--- config.mk ---
export PLATFORM = sky130hd
export DESIGN_NAME = spike_packetizer
export DESIGN_NICKNAME = d
export VERILOG_FILES = /design/src/rtl/spike_packetizer.sv
export SDC_FILE = /design/constraint.sdc
export NUM_CORES = 1
export LEC_CHECK = 0
export ABC_AREA = 1
export CORE_ASPECT_RATIO = 1.75
export CORE_UTILIZATION = 40
export DETAILED_ROUTE_END_ITERATION = 8
export MAX_ROUTING_LAYER = met4
export PLACE_DENSITY = 0.61
export SKIP_LAST_GASP = 1
export SYNTH_ARGS = -nofsm -noshare
export SYNTH_HDL_FRONTEND = slang
export SYNTH_SLANG_ARGS = --single-unit
--- constraint.sdc ---
create_clock -name clk -period 4.4 [get_ports clk]
set_input_delay 0.88 -clock clk [delete_from_list [all_inputs] [get_ports clk]]
set_output_delay 0.88 -clock clk [all_outputs]
set_load 0.02 [all_outputs]
--- src/rtl/spike_packetizer.sv ---
// Turns per-timestep spike masks into 32-bit NoC packets using a per-neuron routing table,
// serving one pending neuron per cycle into a small output FIFO toward the router local port.
module spike_packetizer #(
  parameter int NUM_NEURONS       = 4,
  parameter int ROUTER_ADDR_WIDTH = 8,
  parameter int FIFO_DEPTH        = 4
) (
  input  logic                         clk,
  input  logic                         rst,
  input  logic [ROUTER_ADDR_WIDTH-1:0] router_addr,
  input  logic [NUM_NEURONS-1:0]       spike_in,
  input  logic                         spike_valid,
  input  logic                         cfg_we,
  input  logic [3:0]                   cfg_idx,
  input  logic [20:0]                  cfg_wdata,
  output logic [31:0]                  out_packet,
  output logic                         out_valid,
  input  logic                         out_ready,
  output logic                         busy,
  output logic [15:0]                  drop_count,
  output logic                         overflow
);

  localparam logic [0:0] ST_IDLE = 1'b0;
  localparam logic [0:0] ST_SCAN = 1'b1;
  localparam int PW = $clog2(FIFO_DEPTH);
  localparam int CW = PW + 1;

  logic [20:0]            table_q [NUM_NEURONS];
  logic [NUM_NEURONS-1:0] pend_q, pend_d;
  logic [0:0]             state_q, state_d;
  logic [15:0]            drop_q, drop_d;
  logic                   overflow_q, overflow_d;

  logic [31:0]            mem_q [FIFO_DEPTH];
  logic [PW-1:0]          wr_ptr_q, rd_ptr_q;
  logic [CW-1:0]          count_q, count_d;
  logic                   full_q;

  logic                   sel_found;
  logic [3:0]             sel_idx;
  logic [20:0]            sel_entry;
  logic [NUM_NEURONS-1:0] sel_onehot, served, drops;
  logic [4:0]             drop_inc;
  logic [16:0]            drop_sum;
  logic                   push, pop;
  logic [31:0]            push_pkt;

  // Loop-compare instead of indexing so writes with cfg_idx >= NUM_NEURONS fall through.
  always_ff @(posedge clk) begin
    if (rst) begin
      for (int i = 0; i < NUM_NEURONS; i++) table_q[i] <= '0;
    end else if (cfg_we) begin
      for (int i = 0; i < NUM_NEURONS; i++) begin
        if (cfg_idx == 4'(i)) table_q[i] <= cfg_wdata;
      end
    end
  end

  // Lowest set bit wins: scanning downward lets the last hit be the lowest index.
  always_comb begin
    // NOTE: every always_comb output gets a default first so no path can infer a latch.
    sel_found  = 1'b0;
    sel_idx    = '0;
    sel_entry  = '0;
    sel_onehot = '0;
    for (int i = NUM_NEURONS - 1; i >= 0; i--) begin
      if (pend_q[i]) begin
        sel_found  = 1'b1;
        sel_idx    = 4'(i);
        sel_entry  = table_q[i];
        sel_onehot = NUM_NEURONS'(1) << i;
      end
    end
  end

  always_comb begin
    push     = (state_q == ST_SCAN) && sel_found && sel_entry[20] && !full_q;
    served   = '0;
    if ((state_q == ST_SCAN) && sel_found && (!sel_entry[20] || !full_q)) served = sel_onehot;
    push_pkt = {sel_entry[19:12], sel_entry[11:0], 8'(router_addr), sel_idx};

    pend_d = pend_q & ~served;
    drops  = '0;
    if (spike_valid) begin
      drops  = pend_d & spike_in;
      pend_d = pend_d | spike_in;
    end
    state_d = (|pend_d) ? ST_SCAN : ST_IDLE;

    drop_inc = '0;
    for (int i = 0; i < NUM_NEURONS; i++) drop_inc = drop_inc + {4'b0, drops[i]};
    drop_sum   = {1'b0, drop_q} + {12'b0, drop_inc};
    drop_d     = drop_sum[16] ? 16'hFFFF : drop_sum[15:0];
    overflow_d = overflow_q | (|drops);

    pop     = (count_q != '0) && out_ready;
    count_d = count_q + CW'(push) - CW'(pop);
  end

  always_ff @(posedge clk) begin
    if (rst) begin
      // NOTE: sequential state uses non-blocking assignments so all registers update together.
      pend_q     <= '0;
      state_q    <= ST_IDLE;
      drop_q     <= '0;
      overflow_q <= 1'b0;
      wr_ptr_q   <= '0;
      rd_ptr_q   <= '0;
      count_q    <= '0;
      full_q     <= 1'b0;
    end else begin
      pend_q     <= pend_d;
      state_q    <= state_d;
      drop_q     <= drop_d;
      overflow_q <= overflow_d;
      count_q    <= count_d;
      full_q     <= (count_d == CW'(FIFO_DEPTH));
      if (push) wr_ptr_q <= wr_ptr_q + PW'(1);
      if (pop)  rd_ptr_q <= rd_ptr_q + PW'(1);
    end
  end

  // NOTE: FIFO storage is not reset; out_packet is gated by out_valid so stale words never show.
  always_ff @(posedge clk) begin
    if (push) mem_q[wr_ptr_q] <= push_pkt;
  end

  assign out_valid  = (count_q != '0);
  assign out_packet = out_valid ? mem_q[rd_ptr_q] : '0;
  assign busy       = (|pend_q) || out_valid;
  assign drop_count = drop_q;
  assign overflow   = overflow_q;

endmodule
==> metrics, run 1 <==
status=completed; Overflow after GRT=0; reg2reg path depth=16; Site Rows=76; core footprint=24,500 um2; TritonCTS Buffers=21; RR Endpoint=drop_count[14]$_SDFF_PP0_; Sequential Area=6770 um2; register area share after synthesis=0.678; All-Layer GR Usage=0.177; Tot Pwr=0.00576 W; max-cap check violation count=0; crit share post-route=0.826; TritonCTS clock tree=yes; hold depth=2; DR iter-0 viols=337; vias=6,545; GR Util met2=0.339; CTS Sinks=236; Clock Latency Late Sink=0.49 ns; Final Max Slew Viols=0; Power Density=484 nW/um2; first-pass GRT wire length=33,600 um; Syn-to-layout area delta=19.3%; Yosys reg bits=236; Routed Antenna Nets=0; M1 GR Usage=0.182; Worst setup SP type=flop; Fin. Hold Viols=0; Crit Path Max Fanout=12; post-synth top area share=0.614; area of the multi-input gates=2760 um2; IO Count=93; Final Wtd Congestion=0.781; synth unique cells=42; met3 usage=0.0248; Final Cell Area=11,900 um2; post-CTS setup buffer count=0; Least-Margin Pin Slew=1.06 ns; Starting Density=0.407; depth of the CTS H-tree=1; NetSw=0.00167 W; Longest Clk Path Bufs=3; DP HPWL=13,900 um; number of global-route vias before repair=6,453; first drt pass iteration count=5; # setup viols final=0; clk_skew=0.0121 ns; fin crit period=3.63 ns; Avg Inst Size Synth=11.2 um2; synth top area cells=edfxtp_1 61%, nor2_1 8.3%, dfxtp_1 6.4%; die extent in x=121 um; hold crit path type=flop to flop; Req. time, crit path=4.79 ns; Mapped Area=9980 um2; clock share of power=0.298; hold worst-path end=overflow$_SDFF_PP0_; reg2reg start=pend_q[2]$_SDFF_PP0_; yosys warns=0; # diodes=0; grt peak-use layer=met2; Fmax=275 MHz; number of port buffers=90; Critical Path Sink Type=flop; die height=211 um; post-route non-filler standard cell count=1,305; placed inst area=11,300 um2; P_int=0.00409 W; Post-Synthesis Cells=890; NumNets Final=1,032; largest net degree at the start of global routing=35; Hold-fix buffers, CTS=0; Seq pwr share=0.460; setup total negative slack=0 ns; final hold slack=0.454 ns; cell taking the most area after synthesis=edfxtp_1; worst path arrival time=4.02 ns; R2R setup slack=0.77 ns; clock transition at the registers of the reported paths=0.07 ns; WL per Instance=16.5 um; Comb pwr share=0.242; post-CTS sizing=0; dpl cells=1,268; DRT Wirelength=21,500 um; Net Sw Frac=0.290; number of fill cells=2,247; die area=25,600 um2; drt drc=0; relative slew slack=0.289; leak pwr=4.33 nW; Worst Hold Launch=overflow$_SDFF_PP0_; unrepaired setup endpoints after global routing=false; CTS Root Cell=clkbuf_16; antenna violations before repair=0; layout cells sized above 1=0.0896; maximum VDD drop=229 uV; Setup Crit Path Kind=flop to flop; detailed-route vias per instance=5.02
[cells by family (layout without fill, tap and decap cells)]
| kind of cell | count (synthesis) | after routing | share of synthesized area |
|---|---|---|---|
| adders and majority gates | 11 | 11 | 0.0168 |
| buffers and inverters | 124 | 226 | 0.0506 |
| xor gates and xnor gates | 10 | 10 | 0.00877 |
| DFF | 236 | 236 | 0.678 |
| AOI/OAI and AO/OA | 168 | 168 | 0.0976 |
| and+or+nand+nor | 340 | 340 | 0.148 |
| other | 1 | 2 | 0.000376 |
[area by class of cell]
cell class / instances / share of cell area
clock inverter: 7 / 0.00525
sequential: 236 / 0.568
timing repair buffer: 112 / 0.0895
multi-input combinational: 531 / 0.232
tap: 312 / 0.0328
inverter: 77 / 0.0243
clock buffer: 30 / 0.0478
[power groups by stage]
stage	clock [W]	combinational, W	sequential, W
CTS	0.00176	0.00142	0.00265
detailed placement	0	0.00141	0.00270
floorplan	0	0.000816	0.00265
global placement	0	0.00140	0.00270
global route	0.00185	0.00153	0.00266
finish	0.00172	0.00139	0.00265
[stage by stage]
step	util	setup slack [ns]
after detailed placement	0.460	0.402
final	0.485	0.767
after floorplan	-	1.17
after global routing	0.485	0.582
after CTS	0.485	0.764
after global placement	0.460	0.482
[worst max path at each step]
stage	slack, ns	cells past startpoint	endpoint	startpoint
2_1_floorplan	1.17	13	drop_count[14]$_SDFF_PP0_	spike_in[0]
3_3_place_gp	0.48	14	drop_count[14]$_SDFF_PP0_	spike_valid
3_5_place_dp	0.40	14	drop_count[14]$_SDFF_PP0_	spike_valid
4_1_cts	0.76	3	busy	count_q[1]$_SDFF_PP0_
5_1_grt	0.58	16	drop_count[14]$_SDFF_PP0_	pend_q[2]$_SDFF_PP0_
6_report	0.77	16	drop_count[14]$_SDFF_PP0_	pend_q[2]$_SDFF_PP0_
[critical path: stages, from the launching register on]
cell and delay (ns):
dfxtp_1 0.71, nand2_1 0.19, nand3_4 0.16, nand3_4 0.11
nand2_2 0.08, nand3b_1 0.12, fa_1 0.50, fa_1 0.43
inv_1 0.10, fa_1 0.26, nand3_4 0.12, nor3_4 0.20
nand2_4 0.10, o31ai_1 0.21, nand2_1 0.07, o21ai_1 0.12
inv_1 0.04
[cells in the final DEF, fill, tap and decap left out, types with 4 or more instances in the layout]
cell             instances
a21oi_1                 46
clkdlybuf4s50_1         90
inv_2                    6
o21ai_1                 12
fa_1                     4
a22oi_1                 20
ha_1                     7
o211ai_1                20
clkbuf_16               21
nand3_1                 10
xor2_1                   5
nor2_2                   7
inv_1                   69
nand2_1                 74
edfxtp_1               204
o21ai_0                 62
nor2_1                 215
nor3_1                   4
clkbuf_1                 8
xnor2_1                  5
nand4_1                  6
clkinv_1                 4
buf_4                   22
dfxtp_1                 31
[flip-flops by register name (all words and copies together) (netlist names), named ones only]
name / cells
table_q: 84
wr_ptr_q: 2
mem_q: 120
state_q: 1
pend_q: 4
overflow: 1
drop_count: 16
full_q: 1
rd_ptr_q: 2
count_q: 3
[Yosys cell counts (all sizes together)]
master	number
nor3	8
a22oi	20
a21oi	48
or2	2
nand2	79
inv	75
o31ai	3
a31oi	1
o211ai	20
clkbuf	25
a21boi	1
clkinv	2
buf	22
nor4	3
edfxtp	204
xor2	5
nand4	7
xnor2	5
dfxtp	32
nor2	224
conb	1
nand3	16
o21ai	75
nand3b	1
fa	4
ha	7
[routing by layer]
metal / share of wire / vias up
met4: 0.018 / 0
met3: 0.040 / 26
li1: - / 3216
met5: 0 / -
met1: 0.38 / 3167
met2: 0.56 / 136
Power figures use the tool's default switching activity.
==> run 2, diff against run 1 <==
Clock period 4.4 ns to 3.4 ns, I/O delays scaled along.
==> run 2 against run 1 <==
  * Register-to-register slack got worse by 0.57 ns
  * Flip-flop and latch count unchanged
  * Combinational power increased by 35%
  * Design area increased by 1.3%
  * Largest cell class unchanged
  * Sequential power increased by 29%
  * Cell count increased by 1.2%
  * Routed wire length decreased by 0.24%
==> metrics, run 2 (same netlist as run 1, synthesis figures left out) <==
TritonCTS clock tree=yes; Longest Clk Path Bufs=3 (unchanged); fin crit period=3.25 ns; drt drc=0 (unchanged); detailed-route vias per instance=4.97 (-0.88%); Setup Crit Path Kind=flop to primary output; worst path arrival time=2.57 ns (-1.45 ns); Crit Path Max Fanout=26 (+14); Bufs and invs on worst path=3 (+1); final worst setup slack=0.151 ns (-0.616 ns); CP max stage cell=inv_1; crit share post-route=0.956; commonest non-fill, non-tap cell in the layout=nor2_1; clock transition at the registers of the reported paths=0.06 ns (about the same); commonest cells after routing, fill and taps aside=215 x nor2_1, 204 x edfxtp_1, 90 x clkdlybuf4s50_1; CP top delay family=buffers and inverters; Least-Margin Pin Slew=1.02 ns (-0.0397 ns); Critical Path Sink Type=primary output; maximum VDD drop=294 uV (+28%); die extent in x=121 um (unchanged); Critical Path, Cell by Cell=inv_1 > buf_4 > nor2_1 > o21ai_0 > a21oi_1 > clkdlybuf4s50_1; die area=25,600 um2 (unchanged); unrepaired setup endpoints after global routing=true; CTS Root Cell=clkbuf_16; Power Density=620 nW/um2 (+28%); Final Max Slew Viols=0 (unchanged); Hold-fix buffers, CTS=0 (unchanged); first drt pass iteration count=5 (unchanged); Clock Latency Late Sink=0.49 ns (about the same); number of port buffers=90 (unchanged); Fin. Hold Viols=0 (unchanged); Req. time, crit path=2.72 ns (-2.07 ns); layout cells sized above 1=0.112 (+0.0224); first-pass GRT wire length=33,900 um (+0.82%); number of global-route vias before repair=6,519 (+1.0%); clk_skew=0.00742 ns (-0.00464 ns); Overflow after GRT=0 (unchanged); largest register by flop count=mem_q; Max stage delay on crit path=0.73 ns (+0.02 ns); Worst setup SP type=flop; Final Wtd Congestion=0.814 (+4.1%); setup total negative slack=0 ns (unchanged); final hold slack=0.456 ns (+0.00211 ns); setup slack at placement=-0.273 ns (-0.675 ns); # setup viols final=0 (unchanged); DP HPWL=14,100 um (+0.96%); antenna violations before repair=0 (unchanged); Routed Antenna Nets=0 (unchanged); core footprint=24,500 um2 (unchanged); vias=6,567 (+0.34%); Starting Density=0.407 (unchanged); largest net degree at the start of global routing=47 (+34%); Site Rows=76 (unchanged); hold crit path type=flop to flop; die height=211 um (unchanged); DR iter-0 viols=328 (-2.7%); WL per Instance=16.3 um (-1.4%); depth of the CTS H-tree=1 (unchanged); status=completed; max-cap check violation count=0 (unchanged); Fmax=308 MHz; NumNets Final=1,048 (+1.6%); leak pwr=4.42 nW (+2.1%); DRT Wirelength=21,500 um (-0.24%); TritonCTS Buffers=21 (unchanged); relative slew slack=0.318 (+0.0280); # diodes=0 (unchanged); CTS Sinks=236 (unchanged); IO Count=93 (unchanged); Syn-to-layout area delta=20.8%; All-Layer GR Usage=0.178 (+0.000549); max reg flops=120 (unchanged)
==> run 2: changes by cell type in the layout (fill, tap and decap cells not counted) <==
cell      before  now
buf_12         0    2
buf_4         22   36
clkbuf_1       8    4
clkbuf_8       1    0
clkinv_2       2    7
dfxtp_1       31   28
dfxtp_2        1    2
dfxtp_4        0    2
fa_1           4    3
fa_2           0    1
==> run 2: final cells by class <==
cell class	instances	area, um2
clock buffer	25	541
sequential	236	6780
clock inverter	12	87.6
multi-input combinational	531	2760
timing repair buffer	128	1210
fill	2189	12500
tap	312	390
inverter	77	289
==> run 2: per-stage QoR <==
stage               instance area [um2]  std cells  total power, W   util
floorplan                          9990        891         0.00449      -
global placement                  11400       1283         0.00535  0.465
detailed placement                11400       1283         0.00537  0.465
CTS                               12000       1320         0.00756  0.491
global route                      12100       1321         0.00783  0.491
finish                            12100       1321         0.00748  0.491
==> run 2: power by group <==
part / leakage, nW / switching, W / internal [W]
clock network: 0.308 / 0.000984 / 0.00121
registers: 2.16 / 0.0000866 / 0.00333
logic: 1.94 / 0.00111 / 0.000756
total: 4.42 / 0.00218 / 0.00530
==> run 2: what timing repair did <==
item                                    4_1_cts  5_1_grt
setup buffers                                 0        1
gates resized for setup                       0        6
endpoints found under the setup margin        0       24
==> run 2: worst reg2reg max path, cell delays in order (launching register included) <==
cell,delay (ns)
dfxtp_1,0.38
nor2_4,0.21
nand3_4,0.13
nand3_4,0.12
nand3_2,0.09
nand3_1,0.11
fa_1,0.46
fa_1,0.44
inv_1,0.11
fa_2,0.25
nand3_4,0.09
buf_4,0.16
nor2_1,0.14
nand3_1,0.16
buf_4,0.19
a21oi_1,0.12
==> run 2: metal layers <==
| metal | GRT usage | routed length [um] | up-vias |
|---|---|---|---|
| li1 | - | - | 3244 |
| met1 | 0.190 | 8210 | 3141 |
| met2 | 0.333 | 11900 | 148 |
| met3 | 0.0229 | 934 | 34 |
| met4 | 0.0549 | 431 | 0 |
| met5 | - | 0 | - |
==> run 2: worst paths after layout <==
check                           cells after the start                  endpoint            startpoint  slack (ns)
worst max-delay path                                6             out_packet[4]                  flop        0.15
worst min-delay path                                2       overflow$_SDFF_PP0_   overflow$_SDFF_PP0_        0.46
worst min register to register                      2       overflow$_SDFF_PP0_   overflow$_SDFF_PP0_        0.46
worst max register to register                     15  drop_count[3]$_SDFF_PP0_  pend_q[1]$_SDFF_PP0_        0.20
==> run 3, diff against run 2 <==
Settings changed: CORE_ASPECT_RATIO 1.75 to 0.5, CORE_UTILIZATION 40 to 48, PLACE_DENSITY 0.61 to 0.71, SKIP_CTS_REPAIR_TIMING set to 1.
==> run 3 against run 2 <==
  * Critical endpoint is now out_packet[24]
  * Clock power grew 8%
  * Worst setup slack lost 0.029 ns
  * Non-clock buffer count shrank 7
  * Sequential share of layout area grew 0.28 points
  * Utilization grew 11 points
  * Clock-buffer cell count grew 6
  * Design area shrank 0.51%
  * First-iteration DRC count grew 71%
  * Largest power group unchanged
==> metrics, run 3 (same netlist as run 1, synthesis figures left out) <==
Req. time, crit path=2.72 ns (about the same); CTS Root Cell=clkbuf_16; status=completed; Fin. Hold Viols=0 (unchanged); leak pwr=4.41 nW (-0.23%); number of global-route vias before repair=6,521 (+0.031%); Overflow after GRT=0 (unchanged); Max stage delay on crit path=0.66 ns (-0.07 ns); largest register by flop count=mem_q; depth of the CTS H-tree=1 (unchanged); RR Endpoint=drop_count[14]$_SDFF_PP0_; fin crit period=3.28 ns (+0.0285 ns); commonest cells after routing, fill and taps aside=215 x nor2_1, 204 x edfxtp_1, 90 x clkdlybuf4s50_1; # setup viols final=0 (unchanged); reg2reg path depth=16 (+1); Final Max Slew Viols=0 (unchanged); number of port buffers=90 (unchanged); maximum VDD drop=370 uV (+26%); R2R setup slack=0.25 ns (+0.05 ns); All-Layer GR Usage=0.211 (+0.0330); TritonCTS Buffers=22 (+4.8%); CTS Sinks=236 (unchanged); max reg flops=120 (unchanged); Power Density=633 nW/um2 (+2.1%); clock transition at the registers of the reported paths=0.06 ns (about the same); dpl cells=1,231 (-4.1%); Final Wtd Congestion=0.820 (+0.76%); detailed-route vias per instance=5.28 (+6.2%); antenna violations before repair=1 (+1); Worst setup SP type=flop; max-cap check violation count=0 (unchanged); commonest non-fill, non-tap cell in the layout=nor2_1; crit share post-route=0.964 (+0.00839); vias=6,713 (+2.2%); die area=21,400 um2 (-16%); die extent in x=206 um (+70%); Syn-to-layout area delta=20.2%; unrepaired setup endpoints after global routing=true; Site Rows=36 (-53%); Starting Density=0.501 (+0.0945); first drt pass iteration count=5 (unchanged); TritonCTS clock tree=yes; worst path arrival time=2.60 ns (+0.03 ns); Least-Margin Pin Slew=1.10 ns (+0.0808 ns); clk_skew=0.0146 ns (+0.00714 ns); Crit Path Max Fanout=30 (+15%); Setup Crit Path Kind=flop to primary output; WL per Instance=17.0 um (+4.5%); first-pass GRT wire length=34,100 um (+0.73%); die height=104 um (-51%); post-route non-filler standard cell count=1,272 (-3.7%); Routed Antenna Nets=0 (unchanged); layout cells sized above 1=0.107 (-0.00453); Fmax=305 MHz (-0.87%); hold worst-path end=overflow$_SDFF_PP0_; Worst Hold Launch=overflow$_SDFF_PP0_; setup total negative slack=0 ns (unchanged); reg2reg start=pend_q[1]$_SDFF_PP0_; IO Count=93 (unchanged); DP HPWL=13,300 um (-5.8%); hold crit path type=flop to flop; DR iter-0 viols=561 (+71%); DRT Wirelength=21,600 um (+0.59%); relative slew slack=0.264 (-0.0539); CP max stage cell=clkdlybuf4s50_1; largest net degree at the start of global routing=31 (-34%); drt drc=0 (unchanged); Clock Latency Late Sink=0.51 ns (+0.02 ns); NumNets Final=1,042 (-0.57%); Critical Path, Cell by Cell=inv_1 > nor2_1 > o21ai_0 > a21oi_1 > clkdlybuf4s50_1; Longest Clk Path Bufs=3 (unchanged); hold depth=2 (unchanged); core footprint=19,900 um2 (-19%); Critical Path Sink Type=primary output
run 3: cell types whose count changed in the layout (fill, tap and decap cells not counted), moves of 2 or more:
cell / previous run / this run
dfxtp_2: 2 / 4
clkbuf_8: 0 / 3
buf_4: 36 / 31
buf_12: 2 / 0
clkinv_2: 7 / 3
clkbuf_1: 4 / 6
run 3: worst max path at each step:
stage	endpoint	slack, ns	cells after the start
6_report	out_packet[24]	0.12	5
5_1_grt	out_packet[17]	-0.09	5
4_1_cts	out_packet[1]	0.06	5
3_5_place_dp	drop_count[14]$_SDFF_PP0_	-0.27	14
3_3_place_gp	drop_count[14]$_SDFF_PP0_	-0.22	14
2_1_floorplan	drop_count[14]$_SDFF_PP0_	0.32	17
run 3: per-stage QoR:
step                       util  hold slack, ns  worst slack, ns  power, W  area [um2]
after floorplan               -           0.438            0.322   0.00449        9990
after global placement    0.567           0.446           -0.225   0.00526       11300
after detailed placement  0.567           0.444           -0.271   0.00529       11300
after CTS                 0.602           0.456           0.0579   0.00766       12000
after global routing      0.603           0.488          -0.0853   0.00791       12000
final                     0.603           0.454            0.122   0.00760       12000
run 3: final cells by class:
cell class	instances	area (um2)
well taps	266	333
diodes	1	2.50
clock buffers	31	614
flip-flops and latches	236	6780
inverters	77	289
fillers	1562	7910
clock inverters	9	88.8
repair buffers	121	1130
multi-input cells	531	2760
run 3: worst max-delay path: cells and delay by family, from the launching register on:
family          cells  cell delay, ns
buf+inv             2            1.14
flops               1            0.36
compound gates      2            0.35
simple gates        1            0.23
run 3: where the power goes:
part	switching (W)	internal (W)	total (W)
Combinational	0.00110	0.000703	0.00181
Clock	0.00103	0.00135	0.00238
Sequential	0.0000832	0.00333	0.00341
run 3: routing by layer:
metal,global-route usage,vias to the layer above,share of wire
met5,-,-,0
met4,0.0357,0,0.0099
met3,0.0439,24,0.073
met2,0.340,219,0.48
met1,0.279,3220,0.44
li1,-,3250,-
